[config.mk]
export PLATFORM = sky130hd
export DESIGN_NAME = pipe_stage
export DESIGN_NICKNAME = d
export VERILOG_FILES = /design/src/rtl/pipe_stage.sv
export SDC_FILE = /design/constraint.sdc
export NUM_CORES = 1
export LEC_CHECK = 0
export ABC_AREA = 1
export BUFFER_PORTS_ARGS = -buffer_cell sky130_fd_sc_hd__buf_2
export CORE_UTILIZATION = 44
export DETAILED_ROUTE_END_ITERATION = 10
export HOLD_SLACK_MARGIN = 0.03
export PLACE_DENSITY = 0.79
export SETUP_SLACK_MARGIN = 0.4
export SLEW_MARGIN = 20
export SYNTH_ARGS = -nofsm -noshare
export SYNTH_HDL_FRONTEND = slang
export SYNTH_SLANG_ARGS = --single-unit
[constraint.sdc]
create_clock -name clk -period 1.1 [get_ports clk]
set_input_delay 0.11 -clock clk [delete_from_list [all_inputs] [get_ports clk]]
set_output_delay 0.11 -clock clk [all_outputs]
set_load 0.02 [all_outputs]
[src/rtl/pipe_stage.sv]
// pipe_stage: valid/ready pipeline stage with stall, flush and optional skid register
// Define PIPE_STAGE_SKID_EN for two-entry (main + skid) buffering; default build is a single register.
module pipe_stage #(
  parameter int                DATA_W    = 32,
  parameter logic [DATA_W-1:0] RESET_VAL = '0
) (
  input  logic              clk,
  input  logic              rst,
  input  logic              in_valid,
  output logic              in_ready,
  input  logic [DATA_W-1:0] in_data,
  output logic              out_valid,
  input  logic              out_ready,
  output logic [DATA_W-1:0] out_data,
  input  logic              stall,
  input  logic              flush,
  output logic [1:0]        occupancy
);
  logic              r_main_valid;
  logic [DATA_W-1:0] r_main_data;
  logic              w_skid_valid;
  logic [DATA_W-1:0] w_skid_data;
  logic              w_in_fire;
  logic              w_out_fire;
  logic              w_main_load;
  assign out_valid   = r_main_valid & ~stall;
  assign out_data    = r_main_data;
  assign w_in_fire   = in_valid & in_ready;
  assign w_out_fire  = out_valid & out_ready;
  assign w_main_load = w_in_fire & (~r_main_valid | (w_out_fire & ~w_skid_valid));
`ifdef PIPE_STAGE_SKID_EN
  logic              r_skid_valid;
  logic [DATA_W-1:0] r_skid_data;
  assign w_skid_valid = r_skid_valid;
  assign w_skid_data  = r_skid_data;
  assign in_ready     = ~r_skid_valid & ~stall & ~flush;
  assign occupancy    = {1'b0, r_main_valid} + {1'b0, r_skid_valid};
  // skid catches an accepted entry while main is full and not draining; empties when main drains
  always_ff @(posedge clk or negedge rst) begin
    if (!rst) begin
      r_skid_valid <= 1'b0;
      r_skid_data  <= RESET_VAL;
    end else if (flush) begin
      r_skid_valid <= 1'b0;
      r_skid_data  <= RESET_VAL;
    end else if (w_out_fire) begin
      r_skid_valid <= 1'b0;
    end else if (w_in_fire && r_main_valid) begin
      r_skid_valid <= 1'b1;
      r_skid_data  <= in_data;
    end
  end
`else
  assign w_skid_valid = 1'b0;
  assign w_skid_data  = RESET_VAL;
  assign in_ready     = (~r_main_valid | out_ready) & ~stall & ~flush;
  assign occupancy    = {1'b0, r_main_valid};
`endif
  // main register: refilled from skid first, else from input; empties when drained with nothing behind
  always_ff @(posedge clk or negedge rst) begin
    if (!rst) begin
      r_main_valid <= 1'b0;
      r_main_data  <= RESET_VAL;
    end else if (flush) begin
      r_main_valid <= 1'b0;
      r_main_data  <= RESET_VAL;
    end else if (w_out_fire && w_skid_valid) begin
      r_main_data  <= w_skid_data;
    end else if (w_main_load) begin
      r_main_valid <= 1'b1;
      r_main_data  <= in_data;
    end else if (w_out_fire) begin
      r_main_valid <= 1'b0;
    end
  end
endmodule

-- Word level (Yosys, flattened, before mapping)
Index checks and enable logic that the tools add are counted.
- bits in registers: 33
- input bits: 38
- output and inout port bits: 36
- mux-type cells: 5
- bitwise operators: 11
- reduce and logical (&&, ||, !) cells: 2
- operators by type and width (cell ; count):
    32-bit two-way mux ; 2
    1-bit bitwise AND ; 6
    1-bit two-way mux ; 3
    1-bit inverter ; 3
    3-bit nonzero test ; 1
    1-bit OR ; 2
    2-bit nonzero test ; 1

-- Longest topological paths before layout
- depth after elaboration: 8
- mapped depth: 7

-- Least setup slack after synthesis
Ideal clock, no wire load.
- kind: register to register
- from: register r_main_valid
- to: register r_main_data[0], in the netlist out_data[0]
- setup time: 0.118 ns
- arrival: 0.870 ns
- path slack: 0.112 ns
- cell stages (with the launch flop): 6
- path buffers: 1
- period minus slack after synthesis: 0.988 ns
- path through: dfrtp_1 > nand2_1 > nand3_2 > buf_2 > nand3_1 > nand2_1
- longest elaborated chain between the ends: 7
- ends and longest elaborated chain (item ; line ; RTL):
    start, declared ; 19 ; logic r_main_valid;
    start signal, assigned ; 62 ; r_main_valid <= 1'b0;
    start signal, assigned ; 65 ; r_main_valid <= 1'b0;
    start signal, assigned ; 70 ; r_main_valid <= 1'b1;
    1-bit inverter ; 30, 56 ;
    1-bit OR ; 56 ; assign in_ready = (~r_main_valid | out_ready) & ~stall & ~flush;
    1-bit bitwise AND (2 in a row) ; 56 ;
    1-bit bitwise AND ; 28 ; assign w_in_fire = in_valid & in_ready;
    1-bit bitwise AND * ; 30 ; assign w_main_load = w_in_fire & (~r_main_valid | (w_out_fire & ~w_skid_valid));
    2-bit nonzero test (no line) * ; n/a ;
    end signal, assigned ; 68 ; r_main_data <= w_skid_data;
    end signal, assigned ; 71 ; r_main_data <= in_data;
    end, declared ; 20 ; logic [DATA_W-1:0] r_main_data;
Every way passes the cells marked *; elsewhere a longest branch is shown, timed or not.
A chain may end at the register's enable or synchronous reset.

-- Worst setup path after layout
- from: register r_main_valid
- to: register r_main_data[11], in the netlist out_data[11]
The elaborated chain is that of the path after synthesis.

==> insert_results.sql <==
INSERT INTO impl_metrics (metric_group, metric, value, unit) VALUES
('placed_design', 'place_worst_setup_slack', '0.02451', 'ns'),
('sta', 'setup_viol', '36', ''),
('power_and_ir_drop', 'cellLeakagePower', '0.001555', 'uW'),
('placed_design', 'place_inst', '263', ''),
('global_routing', 'global_route_wire_length_before_repair', '7852', 'microns'),
('power_and_ir_drop', 'cell_area_power_density', '1076', 'mW/mm^2'),
('sta', 'fin_worst_skew', '0.01237', 'ns'),
('yosys', 'synth_largest_area_cell', 'sky130_fd_sc_hd__dfrtp_1', ''),
('floorplanning', 'die-width', '58.08', 'microns'),
('yosys', 'yosys.area.top_type_share', '59.67', '%'),
('clock_tree', 'tritoncts.num_buffers', '5', ''),
('finish', 'final_nets', '330', ''),
('floorplanning', 'ioPinCount', '74', ''),
('floorplanning', 'initial_utilization', '48.11', '%'),
('clock_tree', 'tritoncts', 'yes', ''),
('yosys', 'synth_enable_flop_cells', '0', ''),
('setup_path', 'setup.worst_path.start_class', 'flip-flop', ''),
('floorplanning', 'placementRows', '19', ''),
('global_routing', 'vias_in_the_first_global_route', '1703', ''),
('sta', 'hold_viol_final', '0', ''),
('setup_path', 'critPathKind', 'flip-flop to flip-flop', ''),
('global_routing', 'grtUsageTotal', '31.81', '%'),
('yosys', 'number_of_cells_produced_by_synthesis', '154', ''),
('sta', 'report.final.slew_viol_count', '0', ''),
('yosys', 'syn_area', '0.001384', 'sq mm'),
('drt', 'avgViaCountPerCell', '5.854', ''),
('outcome', 'violations', 'negative setup slack', ''),
('sta', 'finalWorstPathRequiredPeriod', '1.354', 'ns'),
('global_routing', 'antenna_found_initial', '1', ''),
('sta', 'timing.setup.tns', '-7.085', 'ns'),
('yosys', 'synth.ff_latch_count', '33', ''),
('setup_path', 'worst_setup_path_startpoint', 'r_main_valid', ''),
('power_and_ir_drop', 'power.total', '2984', 'uW'),
('sta', 'setup_repair_after_global_routing_missed_its_margin', 'true', ''),
('sta', 'max_freq', '738.5', 'MHz'),
('floorplanning', 'die_height', '58.08', 'microns'),
('placed_design', 'place_hpwl', '2292', 'microns'),
('finish', 'area.growth.synth_to_final', '100.5', '%'),
('floorplanning', 'fp.dieArea', '0.003373', 'sq mm'),
('yosys', 'yosys_most_used_dff', 'sky130_fd_sc_hd__dfrtp_1', ''),
('clock_tree', 'clkLatencyLatePin', '0.35', 'ns'),
('job', 'cap_viol_max_count', '0', ''),
('floorplanning', 'floorplan.core_area', '0.002877', 'sq mm'),
('setup_path', 'worst-endpoint-required', '1.39', 'ns'),
('yosys', 'sequential_to_total_area_share_from_yosys_stat', '59.67', '%'),
('finish', 'final-instance-count-excl-fill', '336', ''),
('drt', 'drt-wirelength-per-cell', '22.96', 'microns'),
('setup_path', 'ff2ff_setup_slack', '-0.25', 'ns'),
('sta', 'final_critical_path_setup_slack', '-0.2541', 'ns'),
('yosys', 'synthesized_nets', '192', ''),
('yosys', 'avgSynthCellArea', '8.986', 'sq um'),
('placed_design', 'gp_routability_congestion', '0.7907', ''),
('drt', 'drt_iter0_drc', '199', ''),
('clock_tree', 'htree_levels', '2', ''),
('clock_tree', 'cts_max_path_buffers', '2', ''),
('setup_path', 'timing.rr.start', 'r_main_valid', ''),
('yosys', 'yosys_warnings', '0', ''),
('finish', 'final_layout_size_suffix_gt1_share', '44.37', '%'),
('clock_tree', 'worst_setup_hold_path_clk_slew', '0.12', 'ns'),
('global_routing', 'grt_start_max_net_pins', '28', ''),
('setup_path', 'worst_setup_path_end_kind', 'flip-flop', ''),
('finish', 'final_core_utilization', '96.43', '%'),
('hold_path', 'hold_path.class', 'input pin to asynchronous set/reset pin', ''),
('setup_path', 'worst-endpoint-arrival', '1.64', 'ns'),
('yosys', 'synthDistinctLibCells', '15', ''),
('yosys', 'post_synth_most_frequent_cells', 'sky130_fd_sc_hd__nand2_1 (65), sky130_fd_sc_hd__dfrtp_1 (33), sky130_fd_sc_hd__nand3_1 (32), sky130_fd_sc_hd__inv_1 (5)', ''),
('clock_tree', 'clock_tree_root', 'sky130_fd_sc_hd__clkbuf_4', ''),
('clock_tree', 'clock_sinks', '33', ''),
('outcome', 'status', 'finished with violations', ''),
('yosys', 'most_frequently_used_cell_type_in_the_post_synthesis_netlist', 'sky130_fd_sc_hd__nand2_1', ''),
('yosys', 'fraction_of_synthesis_flops_using_an_asynchronous_set_or_reset_pin', '100.0', '%');
-- timing repair --
action,4_1_cts,5_1_grt
buffers inserted,12,16
pin swaps,1,1
endpoints found under the setup margin,68,74
gates cloned,0,2
hold buffers,34,0
gates resized for setup,71,12
endpoints found under the hold margin,66,0
-- path summary, 6_finish.rpt --
check / end / cells after the start
worst min register to register: out_data[19] / 2
worst min-delay path: out_data[14] / 2
max in group asynchronous: out_data[17] / 3
min in group clk: out_data[15] / 4
worst max register to register: out_data[11] / 7
worst max-delay path: out_data[11] / 7
-- state kept, by name, summed over array words and instances (netlist names) --
signal,flops
out_data,32
r_main_valid,1
-- cell type report --
type	instances	area, sq um
antenna	1	2.502
clock buffer	7	65.06
clock inverter	1	5.005
fill	58	102.6
inverter	5	18.77
multi-input combinational	105	509.2
sequential	33	827.0
tap	42	52.55
timing repair buffer	142	1294
-- cell families (layout without fill, tap and decap cells) --
kind of cell / Yosys count / count (layout) / share of synthesized area [%]
simple gates: 102 / 102 / 32.55
flops: 33 / 33 / 59.67
buf+inv: 16 / 155 / 6.780
compound gates: 2 / 2 / 0.7234
other cells: 1 / 2 / 0.2710
-- stage by stage --
step / instance area, sq um / hold WS, ns
2_1_floorplan: 1401 / -0.1856
5_1_grt: 2774 / 0.1762
4_1_cts: 2564 / 0.1399
3_3_place_gp: 1839 / 0.04497
3_5_place_dp: 1839 / 0.04823
6_report: 2774 / 0.1614
-- critical path: stages, from the launching register on --
cell,delay [ns]
sky130_fd_sc_hd__dfrtp_2,0.47
sky130_fd_sc_hd__nand2_4,0.09
sky130_fd_sc_hd__nand2_4,0.06
sky130_fd_sc_hd__buf_6,0.14
sky130_fd_sc_hd__nor2_8,0.17
sky130_fd_sc_hd__clkbuf_16,0.20
sky130_fd_sc_hd__nand2_1,0.07
sky130_fd_sc_hd__nand2_1,0.08
-- power breakdown --
part,switching (uW),internal (uW),leakage [uW]
sequential,67.0,1280,0.000446
combinational,385,404,0.00107
clock,481,371,0.0000413
total,933,2050,0.00155
-- layout by cell type (no fill, tap or decap) --
cell type and count:
sky130_fd_sc_hd__dfrtp_2 1, sky130_fd_sc_hd__dfrtp_1 32, sky130_fd_sc_hd__nand2_4 4, sky130_fd_sc_hd__nand2_1 58
sky130_fd_sc_hd__conb_1 1, sky130_fd_sc_hd__buf_2 36, sky130_fd_sc_hd__nand2_2 4, sky130_fd_sc_hd__dlygate4sd3_1 34
sky130_fd_sc_hd__buf_4 28, sky130_fd_sc_hd__buf_6 36, sky130_fd_sc_hd__inv_1 4, sky130_fd_sc_hd__nand3_2 1
sky130_fd_sc_hd__inv_2 1, sky130_fd_sc_hd__nand3_1 32, sky130_fd_sc_hd__clkbuf_16 2, sky130_fd_sc_hd__buf_12 5
sky130_fd_sc_hd__clkbuf_4 6, sky130_fd_sc_hd__clkbuf_8 2, sky130_fd_sc_hd__nor2_2 1, sky130_fd_sc_hd__clkinv_2 1
sky130_fd_sc_hd__nor2_4 1, sky130_fd_sc_hd__diode_2 1, sky130_fd_sc_hd__nor2_8 1, sky130_fd_sc_hd__o21ai_0 2
-- metal layers --
layer / wire [microns] / up-vias / share of wire, % / track usage (%)
met4: 689 / 0 / 8.9 / 13.27
li1: - / 761 / - / -
met3: 946 / 83 / 12 / 9.152
met1: 2559 / 872 / 33 / 34.71
met5: 0 / - / 0 / 0
met2: 3518 / 251 / 46 / 57.47
Power figures use the tool's default switching activity.
